### config.mk
export PLATFORM = sky130hd
export DESIGN_NAME = workout_session_tracker_flat
export DESIGN_NICKNAME = d
export VERILOG_FILES = /design/src/rtl/workout_session_tracker_if.sv /design/src/rtl/workout_session_tracker.sv /design/src/flat_wrapper.sv
export SDC_FILE = /design/constraint.sdc
export NUM_CORES = 1
export LEC_CHECK = 0
export CAP_MARGIN = 40
export CORE_ASPECT_RATIO = 1.75
export CORE_MARGIN = 5
export CORE_UTILIZATION = 50
export DETAILED_ROUTE_END_ITERATION = 12
export HOLD_SLACK_MARGIN = 0.15
export PLACE_DENSITY = 0.82
export SYNTH_ARGS = -nofsm -noshare
export SYNTH_HDL_FRONTEND = slang
export SYNTH_SLANG_ARGS = --single-unit
### constraint.sdc
create_clock -name clk -period 5.09 [get_ports clk]
set_input_delay 0.509 -clock clk [delete_from_list [all_inputs] [get_ports clk]]
set_output_delay 0.509 -clock clk [all_outputs]
set_load 0.005 [all_outputs]
### src/rtl/workout_session_tracker_if.sv
// Command, sample and status bundle between the sensor front end and the session tracker.
// mst drives commands/samples and observes status; slv is the tracker side.
interface workout_session_tracker_if #(
  parameter int HR_W     = 8,
  parameter int STEP_W   = 2,
  parameter int STRIDE_W = 8,
  parameter int CNT_W    = 16,
  parameter int DIST_W   = 32
);
  logic                start;
  logic                pause;
  logic                stop;
  logic                sample_valid;
  logic [HR_W-1:0]     hr_in;
  logic [STEP_W-1:0]   steps_in;
  logic [STRIDE_W-1:0] stride_cm;

  logic [1:0]          state;
  logic [CNT_W-1:0]    elapsed_s;
  logic [CNT_W-1:0]    total_steps;
  logic [DIST_W-1:0]   total_distance;
  logic [HR_W-1:0]     hr_max;
  logic [HR_W-1:0]     hr_avg;
  logic                hr_avg_valid;
  logic [1:0]          hr_class;
  logic [1:0]          intensity;
  logic [CNT_W-1:0]    zone_s0;
  logic [CNT_W-1:0]    zone_s1;
  logic [CNT_W-1:0]    zone_s2;
  logic                alarm;
  logic                summary_valid;

  modport mst (
    output start, pause, stop, sample_valid, hr_in, steps_in, stride_cm,
    input  state, elapsed_s, total_steps, total_distance, hr_max, hr_avg,
           hr_avg_valid, hr_class, intensity, zone_s0, zone_s1, zone_s2,
           alarm, summary_valid
  );

  modport slv (
    input  start, pause, stop, sample_valid, hr_in, steps_in, stride_cm,
    output state, elapsed_s, total_steps, total_distance, hr_max, hr_avg,
           hr_avg_valid, hr_class, intensity, zone_s0, zone_s1, zone_s2,
           alarm, summary_valid
  );
endinterface

### src/rtl/workout_session_tracker.sv
// Workout session FSM with 1 s tick divider, moving-average HR, zone timers, alarm and saturating totals.
// All outputs registered (sample at edge k visible after edge k); no backpressure, every ACTIVE sample is taken.
module workout_session_tracker #(
  parameter int TICK_DIV  = 50000000,
  parameter int HR_W      = 8,
  parameter int STEP_W    = 2,
  parameter int STRIDE_W  = 8,
  parameter int CNT_W     = 16,
  parameter int DIST_W    = 32,
  parameter int AVG_LOG2  = 3,
  parameter int WARN_BPM  = 150,
  parameter int EMERG_BPM = 180,
  parameter int ZONE1_BPM = 120,
  parameter int ZONE2_BPM = 160,
  parameter int ALARM_CNT = 3
) (
  input logic                     clk,
  input logic                     rst_n,
  workout_session_tracker_if.slv  trk
);

  localparam int N      = 1 << AVG_LOG2;
  localparam int SUM_W  = HR_W + AVG_LOG2;
  localparam int DIV_W  = $clog2(TICK_DIV);
  localparam int ACNT_W = $clog2(ALARM_CNT + 1);
  localparam int FW     = AVG_LOG2 + 1;
  localparam int PROD_W = STEP_W + STRIDE_W;
  localparam int CW1    = CNT_W + 1;
  localparam int DW1    = DIST_W + 1;

  localparam logic [HR_W-1:0]   WARN_T   = HR_W'(WARN_BPM);
  localparam logic [HR_W-1:0]   EMERG_T  = HR_W'(EMERG_BPM);
  localparam logic [HR_W-1:0]   ZONE1_T  = HR_W'(ZONE1_BPM);
  localparam logic [HR_W-1:0]   ZONE2_T  = HR_W'(ZONE2_BPM);
  localparam logic [DIV_W-1:0]  DIV_MAX  = DIV_W'(TICK_DIV - 1);
  localparam logic [ACNT_W-1:0] ALARM_T  = ACNT_W'(ALARM_CNT);
  localparam logic [FW-1:0]     FILL_MAX = FW'(N);

  typedef enum logic [1:0] {
    S_IDLE   = 2'b00,
    S_ACTIVE = 2'b01,
    S_PAUSED = 2'b10,
    S_DONE   = 2'b11
  } state_e;

  state_e               state_q, state_d;
  logic                 new_sess, end_sess, run, accept, tick;

  logic [DIV_W-1:0]     div_q, div_d;
  logic [CNT_W-1:0]     elapsed_q, elapsed_d;
  logic [CNT_W-1:0]     steps_q, steps_d;
  logic [CNT_W-1:0]     zone_q [3];
  logic [CNT_W-1:0]     zone_d [3];
  logic [DIST_W-1:0]    dist_q, dist_d;
  logic [HR_W-1:0]      hr_max_q, hr_max_d;
  logic [HR_W-1:0]      hr_avg_q, hr_avg_d;
  logic                 avg_vld_q, avg_vld_d;
  logic [1:0]           cls_q, cls_d;
  logic [1:0]           int_q, int_d;
  logic [HR_W-1:0]      win_q [N];
  logic [AVG_LOG2-1:0]  wr_ptr_q, wr_ptr_d;
  logic [FW-1:0]        fill_q, fill_d;
  logic [SUM_W-1:0]     sum_q, sum_d;
  logic [ACNT_W-1:0]    emerg_q, emerg_d;
  logic                 alarm_q, alarm_d;
  logic                 summary_q;

  logic [CNT_W:0]       steps_sum;
  logic [DIST_W:0]      dist_sum;
  logic [PROD_W-1:0]    prod;

  // Command decode: stop beats pause beats start, evaluated in the registered state.
  always_comb begin
    state_d  = state_q;
    new_sess = 1'b0;
    end_sess = 1'b0;
    case (state_q)
      S_IDLE, S_DONE: begin
        if (trk.start) begin
          state_d  = S_ACTIVE;
          new_sess = 1'b1;
        end
      end
      S_ACTIVE: begin
        if (trk.stop) begin
          state_d  = S_DONE;
          end_sess = 1'b1;
        end else if (trk.pause) begin
          state_d = S_PAUSED;
        end
      end
      S_PAUSED: begin
        if (trk.stop) begin
          state_d  = S_DONE;
          end_sess = 1'b1;
        end else if (trk.start) begin
          state_d = S_ACTIVE;
        end
      end
      default: state_d = state_q;
    endcase
  end

  assign run    = (state_q == S_ACTIVE);
  assign accept = run && trk.sample_valid;
  assign tick   = run && (div_q == DIV_MAX);

  always_comb begin
    div_d     = div_q;
    elapsed_d = elapsed_q;
    steps_d   = steps_q;
    dist_d    = dist_q;
    hr_max_d  = hr_max_q;
    hr_avg_d  = hr_avg_q;
    avg_vld_d = avg_vld_q;
    cls_d     = cls_q;
    int_d     = int_q;
    wr_ptr_d  = wr_ptr_q;
    fill_d    = fill_q;
    sum_d     = sum_q;
    emerg_d   = emerg_q;
    for (int k = 0; k < 3; k++) zone_d[k] = zone_q[k];
    prod      = PROD_W'(trk.steps_in) * PROD_W'(trk.stride_cm);
    steps_sum = {1'b0, steps_q} + CW1'(trk.steps_in);
    dist_sum  = {1'b0, dist_q} + DW1'(prod);

    if (run) div_d = tick ? '0 : div_q + DIV_W'(1);

    // Zone attribution uses the intensity in force before this edge.
    if (tick) begin
      if (elapsed_q != '1) elapsed_d = elapsed_q + CNT_W'(1);
      for (int k = 0; k < 3; k++) begin
        if (int_q == 2'(k) && zone_q[k] != '1) zone_d[k] = zone_q[k] + CNT_W'(1);
      end
    end

    if (accept) begin
      steps_d = steps_sum[CNT_W] ? '1 : steps_sum[CNT_W-1:0];
      dist_d  = dist_sum[DIST_W] ? '1 : dist_sum[DIST_W-1:0];
      if (trk.hr_in > hr_max_q) hr_max_d = trk.hr_in;
      if (trk.hr_in <= WARN_T)       cls_d = 2'b00;
      else if (trk.hr_in <= EMERG_T) cls_d = 2'b01;
      else                           cls_d = 2'b10;

      // Evicted slot holds zero until the window first fills, so the sum stays exact.
      sum_d    = sum_q + SUM_W'(trk.hr_in) - SUM_W'(win_q[wr_ptr_q]);
      wr_ptr_d = wr_ptr_q + AVG_LOG2'(1);
      if (fill_q != FILL_MAX) fill_d = fill_q + FW'(1);
      avg_vld_d = (fill_d == FILL_MAX);
      hr_avg_d  = avg_vld_d ? sum_d[SUM_W-1:AVG_LOG2] : '0;
      if (hr_avg_d < ZONE1_T)       int_d = 2'b00;
      else if (hr_avg_d <= ZONE2_T) int_d = 2'b01;
      else                          int_d = 2'b10;

      if (cls_d == 2'b10) begin
        if (emerg_q != ALARM_T) emerg_d = emerg_q + ACNT_W'(1);
      end else begin
        emerg_d = '0;
      end
    end

    if (end_sess) emerg_d = '0;

    if (new_sess) begin
      div_d     = '0;
      elapsed_d = '0;
      steps_d   = '0;
      dist_d    = '0;
      hr_max_d  = '0;
      hr_avg_d  = '0;
      avg_vld_d = 1'b0;
      cls_d     = 2'b00;
      int_d     = 2'b00;
      wr_ptr_d  = '0;
      fill_d    = '0;
      sum_d     = '0;
      emerg_d   = '0;
      for (int k = 0; k < 3; k++) zone_d[k] = '0;
    end

    alarm_d = (emerg_d >= ALARM_T);
  end

  always_ff @(posedge clk or negedge rst_n) begin
    if (!rst_n) begin
      state_q   <= S_IDLE;
      div_q     <= '0;
      elapsed_q <= '0;
      steps_q   <= '0;
      dist_q    <= '0;
      hr_max_q  <= '0;
      hr_avg_q  <= '0;
      avg_vld_q <= 1'b0;
      cls_q     <= 2'b00;
      int_q     <= 2'b00;
      wr_ptr_q  <= '0;
      fill_q    <= '0;
      sum_q     <= '0;
      emerg_q   <= '0;
      alarm_q   <= 1'b0;
      summary_q <= 1'b0;
      for (int k = 0; k < 3; k++) zone_q[k] <= '0;
      for (int i = 0; i < N; i++) win_q[i] <= '0;
    end else begin
      state_q   <= state_d;
      div_q     <= div_d;
      elapsed_q <= elapsed_d;
      steps_q   <= steps_d;
      dist_q    <= dist_d;
      hr_max_q  <= hr_max_d;
      hr_avg_q  <= hr_avg_d;
      avg_vld_q <= avg_vld_d;
      cls_q     <= cls_d;
      int_q     <= int_d;
      wr_ptr_q  <= wr_ptr_d;
      fill_q    <= fill_d;
      sum_q     <= sum_d;
      emerg_q   <= emerg_d;
      alarm_q   <= alarm_d;
      summary_q <= end_sess;
      for (int k = 0; k < 3; k++) zone_q[k] <= zone_d[k];
      if (new_sess) begin
        for (int i = 0; i < N; i++) win_q[i] <= '0;
      end else if (accept) begin
        win_q[wr_ptr_q] <= trk.hr_in;
      end
    end
  end

  assign trk.state          = state_q;
  assign trk.elapsed_s      = elapsed_q;
  assign trk.total_steps    = steps_q;
  assign trk.total_distance = dist_q;
  assign trk.hr_max         = hr_max_q;
  assign trk.hr_avg         = hr_avg_q;
  assign trk.hr_avg_valid   = avg_vld_q;
  assign trk.hr_class       = cls_q;
  assign trk.intensity      = int_q;
  assign trk.zone_s0        = zone_q[0];
  assign trk.zone_s1        = zone_q[1];
  assign trk.zone_s2        = zone_q[2];
  assign trk.alarm          = alarm_q;
  assign trk.summary_valid  = summary_q;

endmodule

### src/flat_wrapper.sv
// flat-port wrapper written by rule: the top's interface ports become plain ports
module workout_session_tracker_flat 
#(
  parameter int TICK_DIV  = 50000000,
  parameter int HR_W      = 8,
  parameter int STEP_W    = 2,
  parameter int STRIDE_W  = 8,
  parameter int CNT_W     = 16,
  parameter int DIST_W    = 32,
  parameter int AVG_LOG2  = 3,
  parameter int WARN_BPM  = 150,
  parameter int EMERG_BPM = 180,
  parameter int ZONE1_BPM = 120,
  parameter int ZONE2_BPM = 160,
  parameter int ALARM_CNT = 3
)
  (clk, rst_n, trk_start, trk_pause, trk_stop, trk_sample_valid, trk_hr_in, trk_steps_in, trk_stride_cm, trk_state, trk_elapsed_s, trk_total_steps, trk_total_distance, trk_hr_max, trk_hr_avg, trk_hr_avg_valid, trk_hr_class, trk_intensity, trk_zone_s0, trk_zone_s1, trk_zone_s2, trk_alarm, trk_summary_valid);
  workout_session_tracker_if #(.HR_W(HR_W), .STEP_W(STEP_W), .STRIDE_W(STRIDE_W), .CNT_W(CNT_W), .DIST_W(DIST_W)) trk_i ();
  input logic clk;
  input logic rst_n;
  input wire logic [$bits(trk_i.start)-1:0] trk_start;
  input wire logic [$bits(trk_i.pause)-1:0] trk_pause;
  input wire logic [$bits(trk_i.stop)-1:0] trk_stop;
  input wire logic [$bits(trk_i.sample_valid)-1:0] trk_sample_valid;
  input wire logic [$bits(trk_i.hr_in)-1:0] trk_hr_in;
  input wire logic [$bits(trk_i.steps_in)-1:0] trk_steps_in;
  input wire logic [$bits(trk_i.stride_cm)-1:0] trk_stride_cm;
  output wire logic [$bits(trk_i.state)-1:0] trk_state;
  output wire logic [$bits(trk_i.elapsed_s)-1:0] trk_elapsed_s;
  output wire logic [$bits(trk_i.total_steps)-1:0] trk_total_steps;
  output wire logic [$bits(trk_i.total_distance)-1:0] trk_total_distance;
  output wire logic [$bits(trk_i.hr_max)-1:0] trk_hr_max;
  output wire logic [$bits(trk_i.hr_avg)-1:0] trk_hr_avg;
  output wire logic [$bits(trk_i.hr_avg_valid)-1:0] trk_hr_avg_valid;
  output wire logic [$bits(trk_i.hr_class)-1:0] trk_hr_class;
  output wire logic [$bits(trk_i.intensity)-1:0] trk_intensity;
  output wire logic [$bits(trk_i.zone_s0)-1:0] trk_zone_s0;
  output wire logic [$bits(trk_i.zone_s1)-1:0] trk_zone_s1;
  output wire logic [$bits(trk_i.zone_s2)-1:0] trk_zone_s2;
  output wire logic [$bits(trk_i.alarm)-1:0] trk_alarm;
  output wire logic [$bits(trk_i.summary_valid)-1:0] trk_summary_valid;
  assign trk_i.start = trk_start;
  assign trk_i.pause = trk_pause;
  assign trk_i.stop = trk_stop;
  assign trk_i.sample_valid = trk_sample_valid;
  assign trk_i.hr_in = trk_hr_in;
  assign trk_i.steps_in = trk_steps_in;
  assign trk_i.stride_cm = trk_stride_cm;
  assign trk_state = trk_i.state;
  assign trk_elapsed_s = trk_i.elapsed_s;
  assign trk_total_steps = trk_i.total_steps;
  assign trk_total_distance = trk_i.total_distance;
  assign trk_hr_max = trk_i.hr_max;
  assign trk_hr_avg = trk_i.hr_avg;
  assign trk_hr_avg_valid = trk_i.hr_avg_valid;
  assign trk_hr_class = trk_i.hr_class;
  assign trk_intensity = trk_i.intensity;
  assign trk_zone_s0 = trk_i.zone_s0;
  assign trk_zone_s1 = trk_i.zone_s1;
  assign trk_zone_s2 = trk_i.zone_s2;
  assign trk_alarm = trk_i.alarm;
  assign trk_summary_valid = trk_i.summary_valid;
  workout_session_tracker #(.TICK_DIV(TICK_DIV), .HR_W(HR_W), .STEP_W(STEP_W), .STRIDE_W(STRIDE_W), .CNT_W(CNT_W), .DIST_W(DIST_W), .AVG_LOG2(AVG_LOG2), .WARN_BPM(WARN_BPM), .EMERG_BPM(EMERG_BPM), .ZONE1_BPM(ZONE1_BPM), .ZONE2_BPM(ZONE2_BPM), .ALARM_CNT(ALARM_CNT)) u_core (.clk(clk), .rst_n(rst_n), .trk(trk_i));
endmodule
==> flow_metrics.tcl <==
set metrics [dict create \
    run_status "complete, no violations" \
    die-height_um 229 \
    cts-htree-levels 1 \
    critPathCapture "u_core.trk.intensity[0]" \
    synth_flop_cell "sky130_fd_sc_hd__dfrtp_1" \
    cts_inserted_buffers 24 \
    path_max_fanout 15 \
    slew_viol_final 0 \
    cts.root.buffer_cell "sky130_fd_sc_hd__clkbuf_16" \
    num_vias 11377 \
    finalNonFillerCells 1989 \
    slew_headroom_pct 38.1 \
    post_cts_hold_buffer_count 1 \
    initial_core_utilization_pct 50.5 \
    io_buffers 160 \
    drv_cap 0 \
    post_route_cells_drive_above_1_share_pct 6.91 \
    initialDrtViolationCount 758 \
    post_dp_cell_area_um2 15800 \
    peak_vdd_ir_uv 345 \
    cts.repair_timing.setup_buffer_count 0 \
    remaining_drc_errors 0 \
    antenna_violations_before_repair 0 \
    grt_pass1_vias 11618 \
    clk_pin_slew_worst_paths_ns 0.07 \
    drtPass1Iterations 5 \
    synthDistinctLibCells 65 \
    placed_cells_incl_taps 1944 \
    top_level_ports 161 \
    ctsLongestPathBuffers 3 \
    seqCellArea_um2 6180 \
    synth_largest_type_area_fraction_pct 44.9 \
    warnings_synthesis 0 \
    synthesis.instances 1460 \
    asyncSetResetFlopFracSynth_pct 100 \
    gpl.final_weighted_congestion 0.928 \
    worstPathRequired_ns 5.56 \
    slew_of_the_pin_with_the_lowest_slew_margin_ns 0.929 \
    postcts_resize_cnt 0 \
    detail_route.vias_per_cell 5.72 \
    worstSetupPathType "reg -> reg" \
    final.setup_skew_ns 0.00922 \
    hold_path.class "reg -> reg" \
    finalSetupViolCount 0 \
    finalNetCount 1685 \
    cp_data_arrival_time_ns 4.99 \
    grt_util_all_layers_pct 22.5 \
    final_min_period_over_clock_period_pct 88.8 \
    rsz0062_at_grt "false" \
    finalWirelength_um 35300 \
    synth.most_common_cell "sky130_fd_sc_hd__dfrtp_1" \
    worstSkewPairLatency_ns 0.54 \
    num_rows 80 \
    flops_latches_synth 247 \
    cp-end-kind "flop" \
    critical-path-top-delay-family "multiplexers" \
    antenna_cells_inserted 0 \
    numClockSinks 247 \
    rr_worst_depth 12 \
    syn-num-nets 1543 \
    chipWidth_um 135 \
    setup.reg_to_reg.worst_slack_ns 0.57 \
    final-hold-violation-count 0 \
    r2r_end "u_core.trk.intensity[0]" \
    reg2reg_from "u_core.wr_ptr_q[0]" \
    yosysSeqAreaShare_pct 44.9 \
    hpwl_um 25100 \
    cp_slowest_stage_delay_ns 0.83 \
    timing.critical_path.buf_inv 1 \
    gr-total-overflow 0 \
    crit_path_start_kind "flop" \
    routed_wire_length_per_instance_um 17.7 \
    synth_to_final_area_change_pct 20.4 \
    synth_top_cells_by_count "sky130_fd_sc_hd__dfrtp_1 (247), sky130_fd_sc_hd__nor2_1 (237), sky130_fd_sc_hd__nand2_1 (123), sky130_fd_sc_hd__a21oi_1 (83), sky130_fd_sc_hd__inv_1 (80)" \
    synth_top_cells_by_area "sky130_fd_sc_hd__dfrtp_1 (45%), sky130_fd_sc_hd__nor2_1 (6.5%), sky130_fd_sc_hd__mux2i_1 (4.8%)" \
    grt_max_degree 131 \
    fillers 2255 \
    fmaxAchievable_ghz 0.221 \
    fin_setup_tns_ns 0 \
    avgSynthCellArea_um2 9.42 \
    multi_input_area_um2 7030 \
    synth_top_area_cell "sky130_fd_sc_hd__dfrtp_1" \
    design.die.area_um2 31100 \
    grt_pass1_wl_um 57800 \
    cp-startpoint "u_core.wr_ptr_q[0]" \
    slowest_stage "sky130_fd_sc_hd__dfrtp_1" \
    design_area_um2 16600 \
    final_period_minus_worst_setup_slack_ns 4.52 \
    cts_tree "done" \
    critical_path_cell_count 12 \
    synth-edff-count 0 \
    ant_nets 0 \
    leakagePower_uw 0.00728 \
    core_um2 27200 \
    syn-cell-area_um2 13800 \
    critical_path.cell_chain "mux4_2 -> mux2_2 -> fa_1 -> inv_1 -> ha_1 -> o21a_1 -> o31a_1 -> o31ai_1 -> xor2_1 -> a41oi_1 -> or4_1 -> nand3_1" \
    whs_ns 0.491 \
    power.density_cell_area_nw_per_um2 431 \
]
==> power by group <==
group / internal (µW) / total [µW] / switching (µW)
combinational: 1140 / 2890 / 1750
sequential: 2210 / 2450 / 242
clock: 985 / 1790 / 803
total: 4340 / 7130 / 2800
==> cell type report <==
class / instances / share of cell area (%)
Clock inverter: 15 / 0.755
Clock buffer: 29 / 3.98
Sequential cell: 247 / 37.3
Inverter: 81 / 1.84
Multi-Input combinational cell: 1065 / 42.4
Timing Repair Buffer: 183 / 10.9
Tap cell: 369 / 2.79
==> routing by layer <==
metal  part of all wire (%)  global-route usage [%]
met1                     38                    26.5
met2                     53                    40.5
met3                    4.1                    2.33
met4                    4.5                    10.5
met5                      0                       0
==> cell families (layout without fill, tap and decap cells) <==
family	count (synthesis)	after routing	synth area share, %
buffers and inverters	148	308	4.09
XOR/XNOR	94	94	5.98
AND/OR/NAND/NOR	587	587	20.5
multiplexers	85	85	7.26
AO/OA/AOI/OAI	240	240	10.9
flip-flops	247	247	44.9
adder cells (fa/ha/maj)	59	59	6.29
==> through the flow <==
stage	power, µW	utilization (%)	setup slack [ns]
2_1_floorplan	4460	-	0.730
3_3_place_gp	5230	57.7	0.775
3_5_place_dp	5350	57.9	0.684
4_1_cts	7160	60.8	0.601
5_1_grt	7600	60.8	0.353
6_report	7130	60.8	0.568
==> sequential cells by signal (all words and copies together) (netlist names) <==
register	cells
u_core.trk.intensity	2
u_core.trk.elapsed_s	16
u_core.trk.summary_valid	1
u_core.trk.total_distance	32
u_core.trk.total_steps	16
u_core.trk.zone_s0	16
u_core.trk.zone_s1	16
u_core.trk.hr_avg_valid	1
u_core.win_q	64
u_core.trk.zone_s2	16
u_core.trk.alarm	1
u_core.emerg_q	2
u_core.sum_q	11
u_core.wr_ptr_q	3
u_core.trk.state	2
u_core.trk.hr_class	2
u_core.trk.hr_max	8
u_core.div_q	26
u_core.trk.hr_avg	8
u_core.fill_q	4
==> worst min-delay path by stage <==
stage	startpoint	endpoint	slack [ns]	cells after the start
2_1_floorplan	rst_n	u_core.div_q[0]	0.21	0
3_3_place_gp	u_core.trk.hr_avg[3]	u_core.trk.hr_avg[3]	0.47	2
3_5_place_dp	u_core.trk.hr_avg[4]	u_core.trk.hr_avg[4]	0.48	2
4_1_cts	u_core.trk.hr_avg[4]	u_core.trk.hr_avg[4]	0.50	2
5_1_grt	u_core.trk.hr_avg[7]	u_core.trk.hr_avg[7]	0.53	2
6_report	u_core.trk.hr_avg[4]	u_core.trk.hr_avg[4]	0.49	2
==> worst register-to-register path, cell delays in order (launching register included) <==
cell and delay (ns):
sky130_fd_sc_hd__dfrtp_1 0.83, sky130_fd_sc_hd__mux4_2 0.60, sky130_fd_sc_hd__mux2_2 0.29, sky130_fd_sc_hd__fa_1 0.48
sky130_fd_sc_hd__inv_1 0.05, sky130_fd_sc_hd__ha_1 0.36, sky130_fd_sc_hd__o21a_1 0.19, sky130_fd_sc_hd__o31a_1 0.15
sky130_fd_sc_hd__o31ai_1 0.44, sky130_fd_sc_hd__xor2_1 0.32, sky130_fd_sc_hd__a41oi_1 0.10, sky130_fd_sc_hd__or4_1 0.54
sky130_fd_sc_hd__nand3_1 0.09
==> layout by cell type, fill, tap and decap left out, types with 7 or more instances in the layout <==
| cell | n |
|---|---|
| sky130_fd_sc_hd__mux4_2 | 11 |
| sky130_fd_sc_hd__mux2_2 | 8 |
| sky130_fd_sc_hd__o21a_1 | 16 |
| sky130_fd_sc_hd__nand4_1 | 29 |
| sky130_fd_sc_hd__a31oi_1 | 20 |
| sky130_fd_sc_hd__a21o_1 | 7 |
| sky130_fd_sc_hd__a211oi_1 | 18 |
| sky130_fd_sc_hd__xor2_1 | 63 |
| sky130_fd_sc_hd__clkbuf_16 | 24 |
| sky130_fd_sc_hd__clkdlybuf4s50_1 | 159 |
| sky130_fd_sc_hd__nand3_1 | 47 |
| sky130_fd_sc_hd__mux2i_1 | 66 |
| sky130_fd_sc_hd__nand2_1 | 122 |
| sky130_fd_sc_hd__buf_4 | 18 |
| sky130_fd_sc_hd__nor2b_1 | 8 |
| sky130_fd_sc_hd__xnor2_1 | 31 |
| sky130_fd_sc_hd__and3_1 | 31 |
| sky130_fd_sc_hd__or3_1 | 14 |
| sky130_fd_sc_hd__dfrtp_1 | 247 |
| sky130_fd_sc_hd__clkinv_2 | 9 |
| sky130_fd_sc_hd__a311oi_1 | 9 |
| sky130_fd_sc_hd__nor2_1 | 237 |
| sky130_fd_sc_hd__o21ai_0 | 50 |
| sky130_fd_sc_hd__ha_1 | 42 |
| sky130_fd_sc_hd__a21oi_1 | 83 |
| sky130_fd_sc_hd__inv_1 | 80 |
| sky130_fd_sc_hd__and2_1 | 17 |
| sky130_fd_sc_hd__and4_1 | 19 |
| sky130_fd_sc_hd__fa_1 | 17 |
| sky130_fd_sc_hd__nor3_1 | 22 |
No activity file was read; power rests on OpenSTA's default activity.
